--- src/rtl/rng_scheduler.sv ---
// Shares one external LFSR among NUM_REQ requesters: round-robin arbitration, LFSR warm-up,
// and rejection sampling of a value below each requester's limit.
module rng_scheduler #(
    parameter int unsigned         NUM_REQ      = 4,
    parameter int unsigned         NUM_BITS     = 16,
    parameter int unsigned         OUT_BITS     = 8,
    parameter int unsigned         WARMUP       = 4,
    parameter int unsigned         MAX_RETRY    = 3,
    parameter logic [NUM_BITS-1:0] SEED_DEFAULT = NUM_BITS'(1)
) (
    input  logic                        clk_i,
    input  logic                        rst_ni,
    input  logic                        seed_req_i,
    input  logic [NUM_BITS-1:0]         seed_data_i,
    input  logic [NUM_REQ-1:0]          req_i,
    input  logic [NUM_REQ*OUT_BITS-1:0] limit_i,
    output logic [NUM_REQ-1:0]          gnt_o,
    output logic [OUT_BITS-1:0]         rnd_o,
    output logic                        busy_o,
    output logic                        lfsr_en_o,
    output logic                        lfsr_seed_o,
    output logic [NUM_BITS-1:0]         lfsr_seed_data_o,
    input  logic [NUM_BITS-1:0]         lfsr_data_i
);

    localparam int unsigned IDX_W = (NUM_REQ > 1) ? $clog2(NUM_REQ) : 1;
    localparam int unsigned CNT_W = $clog2(WARMUP + 1);
    localparam int unsigned RET_W = $clog2(MAX_RETRY + 1);

    typedef enum logic [2:0] {
        S_SEED,
        S_IDLE,
        S_STEP,
        S_SAMPLE,
        S_DONE
    } state_t;

    state_t              state_q, state_d;
    logic                pending_q, pending_d;
    logic [NUM_BITS-1:0] seed_q, seed_d;
    logic [IDX_W-1:0]    win_q, win_d;
    logic [OUT_BITS-1:0] limit_q, limit_d;
    logic [CNT_W-1:0]    cnt_q, cnt_d;
    logic [RET_W-1:0]    retry_q, retry_d;
    logic [OUT_BITS-1:0] rnd_q, rnd_d;
    logic [IDX_W-1:0]    rr_q, rr_d;

    logic                found_c;
    logic [IDX_W-1:0]    sel_c;
    logic [OUT_BITS-1:0] sel_limit_c;
    logic [OUT_BITS-1:0] mask_c;
    logic [OUT_BITS-1:0] cand_c;
    logic                accept_c;
    logic                en_c;
    logic                seed_c;
    logic [NUM_REQ-1:0]  gnt_c;

    // Round-robin search starting at rr_q, wrapping modulo NUM_REQ
    always_comb begin
        found_c = 1'b0;
        sel_c   = '0;
        for (int unsigned i = 0; i < NUM_REQ; i++) begin
            int unsigned j;
            j = i + 32'(rr_q);
            if (j >= NUM_REQ) j = j - NUM_REQ;
            if (!found_c && req_i[IDX_W'(j)]) begin
                found_c = 1'b1;
                sel_c   = IDX_W'(j);
            end
        end
        sel_limit_c = '0;
        for (int unsigned i = 0; i < NUM_REQ; i++) begin
            if (sel_c == IDX_W'(i)) sel_limit_c = limit_i[i*OUT_BITS +: OUT_BITS];
        end
    end

    // Smearing limit-1 rightwards yields the smallest 2^k-1 covering it
    always_comb begin
        mask_c = limit_q - OUT_BITS'(1);
        for (int unsigned s = 1; s < OUT_BITS; s = s * 2) begin
            mask_c = mask_c | (mask_c >> s);
        end
        if (limit_q == '0) mask_c = '1;
        cand_c   = lfsr_data_i[OUT_BITS-1:0] & mask_c;
        accept_c = (limit_q == '0) || (cand_c < limit_q);
    end

    always_comb begin
        state_d = state_q;
        win_d   = win_q;
        limit_d = limit_q;
        cnt_d   = cnt_q;
        retry_d = retry_q;
        rnd_d   = rnd_q;
        rr_d    = rr_q;
        en_c    = 1'b0;
        seed_c  = 1'b0;
        gnt_c   = '0;

        case (state_q)
            S_SEED: begin
                en_c    = 1'b1;
                seed_c  = 1'b1;
                state_d = S_IDLE;
            end
            S_IDLE: begin
                if (pending_q || seed_req_i) begin
                    state_d = S_SEED;
                end else if (found_c) begin
                    win_d   = sel_c;
                    limit_d = sel_limit_c;
                    cnt_d   = CNT_W'(WARMUP);
                    retry_d = '0;
                    state_d = S_STEP;
                end
            end
            S_STEP: begin
                en_c = 1'b1;
                if (cnt_q == CNT_W'(1)) state_d = S_SAMPLE;
                else                    cnt_d   = cnt_q - CNT_W'(1);
            end
            S_SAMPLE: begin
                if (accept_c) begin
                    rnd_d   = cand_c;
                    state_d = S_DONE;
                end else if (retry_q < RET_W'(MAX_RETRY)) begin
                    en_c    = 1'b1;
                    retry_d = retry_q + RET_W'(1);
                end else begin
                    rnd_d   = cand_c - limit_q;
                    state_d = S_DONE;
                end
            end
            S_DONE: begin
                gnt_c[win_q] = 1'b1;
                rr_d         = (win_q == IDX_W'(NUM_REQ - 1)) ? '0 : win_q + IDX_W'(1);
                state_d      = S_IDLE;
            end
            default: state_d = S_SEED;
        endcase

        pending_d = seed_req_i ? 1'b1 : ((state_q == S_SEED) ? 1'b0 : pending_q);
        seed_d    = seed_req_i ? seed_data_i : seed_q;
    end

    always_ff @(posedge clk_i or negedge rst_ni) begin
        if (!rst_ni) begin
            state_q   <= S_SEED;
            pending_q <= 1'b0;
            seed_q    <= SEED_DEFAULT;
            win_q     <= '0;
            limit_q   <= '0;
            cnt_q     <= '0;
            retry_q   <= '0;
            rnd_q     <= '0;
            rr_q      <= '0;
        end else begin
            state_q   <= state_d;
            pending_q <= pending_d;
            seed_q    <= seed_d;
            win_q     <= win_d;
            limit_q   <= limit_d;
            cnt_q     <= cnt_d;
            retry_q   <= retry_d;
            rnd_q     <= rnd_d;
            rr_q      <= rr_d;
        end
    end

    // Reset parks the FSM in SEED, so LFSR controls are gated until release
    assign lfsr_en_o        = en_c & rst_ni;
    assign lfsr_seed_o      = seed_c & rst_ni;
    assign gnt_o            = gnt_c;
    assign rnd_o            = rnd_q;
    assign busy_o           = (state_q != S_IDLE);
    assign lfsr_seed_data_o = (seed_q == '1) ? '0 : seed_q;

    generate
        if (NUM_BITS > OUT_BITS) begin : g_unused_hi
            logic unused_hi;
            assign unused_hi = ^lfsr_data_i[NUM_BITS-1:OUT_BITS];
        end
    endgenerate

endmodule

--- config.mk ---
export PLATFORM = sky130hd
export DESIGN_NAME = rng_scheduler
export DESIGN_NICKNAME = d
export VERILOG_FILES = /design/src/rtl/rng_scheduler.sv
export SDC_FILE = /design/constraint.sdc
export NUM_CORES = 1
export LEC_CHECK = 0
export CELL_PAD_IN_SITES_DETAIL_PLACEMENT = 1
export CELL_PAD_IN_SITES_GLOBAL_PLACEMENT = 1
export CORE_MARGIN = 1
export CORE_UTILIZATION = 38
export DETAILED_ROUTE_END_ITERATION = 16
export PLACE_DENSITY_LB_ADDON = 0.08
export SYNTH_ARGS = -nofsm -noshare
export SYNTH_HDL_FRONTEND = slang
export SYNTH_SLANG_ARGS = --single-unit
--- constraint.sdc ---
create_clock -name clk_i -period 6.93 [get_ports clk_i]
set_input_delay 2.079 -clock clk_i [delete_from_list [all_inputs] [get_ports clk_i]]
set_output_delay 2.079 -clock clk_i [all_outputs]
set_load 0.01 [all_outputs]
**Yosys cells after proc, flatten, opt, wreduce, memory -nomap -nowiden**

Cells that the tools add are included.

- Output and inout bits: 31
- Bits in registers: 45

- Muxes and demuxes: 53
- Equal/unequal tests: 20
- Order comparisons: 12
- Reductions and logical operators: 22
- Add/subtract/negate cells: 12
- Bitwise operators: 7

Operator list:

| operator | count |
|---|---|
| 8-bit 2-to-1 mux | 7 |
| 2-bit 2-to-1 mux | 13 |
| 3-bit 2-to-1 mux | 8 |
| 16-bit == test, second input constant | 1 |
| 16-bit 2-to-1 mux | 1 |
| 2-bit by 3-bit less-than comparator with 1-bit output, second input constant | 5 |
| 1-bit 2-to-1 mux | 14 |
| 2-bit inequality test, second input constant | 7 |
| 3-bit case mux with 4 select lines | 1 |
| 3-bit greater-or-equal comparator, second input constant | 3 |
| 8-bit bitwise AND | 1 |
| 1-bit binary-select mux with 2-bit select | 4 |
| 8-bit zero test | 1 |
| 8-bit less-than comparator | 1 |
| 8-bit by 4-bit OR with 8-bit output | 1 |
| 8-bit by 6-bit OR with 8-bit output | 1 |
| 8-bit by 7-bit OR with 8-bit output | 1 |
| 2-bit by 1-bit subtractor with 2-bit output, second input constant | 4 |
| 8-bit by 1-bit subtractor with 8-bit output, second input constant | 1 |
| 8-bit subtractor | 1 |
| 2-bit by 2-bit adder with 3-bit output, first input constant | 2 |
| 2-bit == test, second input constant | 3 |
| 3-bit by 1-bit == test with 1-bit output, second input constant | 2 |
| 3-bit by 2-bit == test with 1-bit output, second input constant | 2 |
| 28 further kinds | 41 |

**Logic depth before layout (Yosys ltp)**

- Depth after elaboration: 19
- Gate-level depth with buffers: 15
- Gate-level depth less buffers: 15

**Worst setup path before layout**

No wires, ideal clock.

- Kind: input -> output
- Start: input port lfsr_data_i[0]
- End: output port lfsr_en_o
- Setup slack: 1.071 ns
- Cell stages on the path: 8
- Required time: 4.851 ns
- Arrival time: 3.780 ns
- Buffers on the path: 0
- Cell sequence: nand2_1 -> ha_1 -> fa_1 -> nor2b_1 -> o31ai_1 -> a211oi_2 -> a21oi_1 -> nor2b_1

- Cells in the longest elaborated chain, start to end: 6

Ends and longest elaborated chain:

| item | line | text |
|---|---|---|
| from (decl) | 23 | `input logic [NUM_BITS-1:0] lfsr_data_i` |
| 8-bit bitwise AND | 84 | `cand_c = lfsr_data_i[OUT_BITS-1:0] & mask_c;` |
| 8-bit less-than comparator | 85 | `accept_c = (limit_q == '0) \|\| (cand_c < limit_q);` |
| 1-bit logical OR | 85 |  |
| 1-bit 2-to-1 mux | 123 | `if (accept_c) begin` |
| 1-bit case mux with 2 select lines | 100 | `case (state_q)` |
| 1-bit bitwise AND | 171 | `assign lfsr_en_o = en_c & rst_ni;` |
| to (decl) | 20 | `output logic lfsr_en_o,` |

Every way passes these cells.

**Worst setup path after layout**

Ends and elaborated chain as after synthesis.

==> impl_metrics.toml <==
[layout]
nNetsFinal = 521
antenna_cells = 0
drive_gt1_share_pct = 12.9
instances_no_fill = 538
area_delta_synth_final_pct = 34.7

[placed_design]
routabilityCongestion = 0.822
dp_hpwl_um = 6860
io_buffers = 93
dp_cells = 530

[cts]
clk_pin_slew_ns = 0.08
cts_setup_buffers = 0
clkLatencyLatePin_ns = 0.30
htree_levels = 2
cts_tree = "done"
numClockSinks = 45
cts_made_buffers = 5
clockBufferDepth = 2
clock-root-buffer = "clkbuf_8"

[synth]
synth_edf_count = 0
synthesis.area_um2 = 3240
synth_top_area_share_pct = 34.0
syn_avg_cell_area_um2 = 9.50
synth_fp_nets = 430
synthTopCellsByArea = "dfrtp_1 (34%), mux2_2 (9.0%), ha_1 (6.6%), nor2b_1 (4.4%), o21ai_0 (3.2%)"
synth_area_leader_cell = "dfrtp_1"
synth_commonest_cells = "dfrtp_1 (44), mux2_2 (26), nor2b_1 (23)"
yosys_register_bits = 45
synth_most_common_cell = "dfrtp_1"
syn_inst = 341
async_flop_share_pct = 100
ys_types = 67
ys_dominant_reg_cell = "dfrtp_1"
ys.warnings.count = 0
ys_seq_area_share_pct = 34.8

[route]
post-route-drc-count = 0
via_count = 2981
first_pass_iters = 4
drt_iter0_drc = 84
wirelength_um = 8730
drt-wirelength-per-cell_um = 16.2
vias_per_cell = 5.54
antenna_left = 0

[power]
p_leak_nw = 1.81
ir_drop_mv = 0.133
powerDensity_nw_per_um2 = 372

[grt]
antenna_found_initial = 0
track_usage_pct = 20.4
grt_pass1_wl_um = 14200
gr-total-overflow = 0
grt_max_degree = 47
grt_pass1_vias = 2903

[worst_setup_path]
critPathLaunch = "lfsr_data_i[0]"
r2r_setup_slack_ns = 2.54
timing.rr.start = "limit_q[1]"
worst_setup_path_end_kind = "output pin"
cp.required_ns = 4.85
crit_slowest_cell = "clkdlybuf4s50_1"
path_delay_family = "buffers and inverters"
crit_chain = "clkdlybuf4s50_1, nand2_1, ha_1, fa_1, nor2b_2, o31ai_1, a211oi_2, a21oi_1, nor2b_1, dlymetal6s2s_1"
crit_type = "primary input to output pin"
crit_arrival_ns = 4.38
critPathLaunchType = "primary input"
path_buf_inv = 2
critPathMaxFanout = 2
max_stage_delay_ns = 0.49

[sta]
post-route-min-period_ns = 6.46
final.setup_skew_ns = 0.0142
finalMaxSlewViolations = 0
setup_tns_ns = 0
worst_slew_pin_slew_ns = 0.912
rsz0062_at_grt = "false"
min_period_over_period_pct = 93.2
hold_viol_final = 0
relSlewSlack_pct = 39.1
max_freq_mhz = 155
setup_viol = 0

[hold_path]
worstHoldStart = "rnd_o[2]"
hold_path.class = "flip-flop to flip-flop"

[outcome]
status = "completed"

[die]
die_h_um = 94.3
dieWidth_um = 94.3
io_pins = 102
dieArea_um2 = 8890
num_rows = 33
floorplan.core_area_um2 = 8220
initial_core_util_pct = 39.4

[flow_run]
maxCapViolations = 0
==> layer usage <==
| metal | global-route usage [%] | part of all wire [%] | vias to the layer above | routed length (µm) |
|---|---|---|---|---|
| met5 | 0 | 0 | - | 0 |
| met4 | 4.36 | 0.70 | 0 | 61 |
| met3 | 2.99 | 4.7 | 6 | 409 |
| met2 | 34.5 | 47 | 86 | 4140 |
| met1 | 27.4 | 47 | 1432 | 4120 |
| li1 | - | - | 1457 | - |
==> area by class of cell <==
cell class / instances / area, µm²
clock inverter: 1 / 5.00
timing repair buffer: 97 / 958
clock buffer: 7 / 96.3
inverter: 20 / 75.1
sequential: 45 / 1130
fill: 942 / 3850
multi-input combinational: 263 / 1970
tap: 105 / 131
==> timing repair <==
item	CTS	global route
hold buffers	0	0
setup endpoints to repair	0	1
gates resized for setup	0	3
==> metrics by stage <==
stage / cell area, µm² / worst slack [ns] / hold slack (ns) / total power, mW / utilization, %
2_1_floorplan: 3240 / 1.07 / 0.450 / 1.12 / -
3_3_place_gp: 4250 / 0.123 / 0.470 / 1.41 / 51.7
3_5_place_dp: 4250 / 0.0948 / 0.481 / 1.44 / 51.7
4_1_cts: 4350 / 0.0770 / 0.504 / 1.63 / 53.0
5_1_grt: 4360 / 0.377 / 0.521 / 1.76 / 53.1
6_report: 4360 / 0.470 / 0.499 / 1.62 / 53.1
==> layout by cell type, fill, tap and decap left out, types with 7 or more instances in the layout <==
cell type        netlist  final
nand2b_1               7      7
o21ai_0               21     21
mux2_2                26     26
nor3_1                 8      8
clkdlybuf4s50_1        0     91
a21oi_1               14     13
nand2_1               14     14
nand3_1               11     11
clkbuf_8               0      7
nor2_1                21     21
ha_1                  17     17
inv_1                 20     20
nand4_1                7      7
nor2b_1               23     22
dfrtp_1               44     44
and2_1                 7      7
a221o_1               10     10
==> worst paths after layout <==
check | to | cells past startpoint
hold / removal | rnd_o[2] | 1
max in group asynchronous | limit_q[5] | 2
setup reg to reg | rnd_o[0] | 16
setup / recovery | lfsr_en_o | 10
hold reg to reg | rnd_o[2] | 1
min in group asynchronous | rnd_o[6] | 2
==> registers in the layout (all words and copies together), names as in the netlist <==
register / cells
rnd_o: 8
state_q: 3
retry_q: 2
seed_q: 16
rr_q: 2
pending_q: 1
cnt_q: 3
win_q: 2
limit_q: 8
==> report_power, final <==
group / internal, mW / total, mW / switching, mW
registers: 0.347 / 0.457 / 0.111
clock network: 0.0903 / 0.179 / 0.0890
logic: 0.475 / 0.987 / 0.512
==> cells by family (layout without fill, tap and decap cells) <==
family,Yosys count,after routing,synth area share [%]
and+or+nand+nor,130,130,23.5
DFF,45,45,34.8
muxes,28,28,9.66
buffers and inverters,33,125,4.79
xor gates and xnor gates,3,3,0.812
AOI/OAI and AO/OA,84,84,19.2
adders and majority gates,18,18,7.19
No activity file was read; power rests on OpenSTA's default activity.
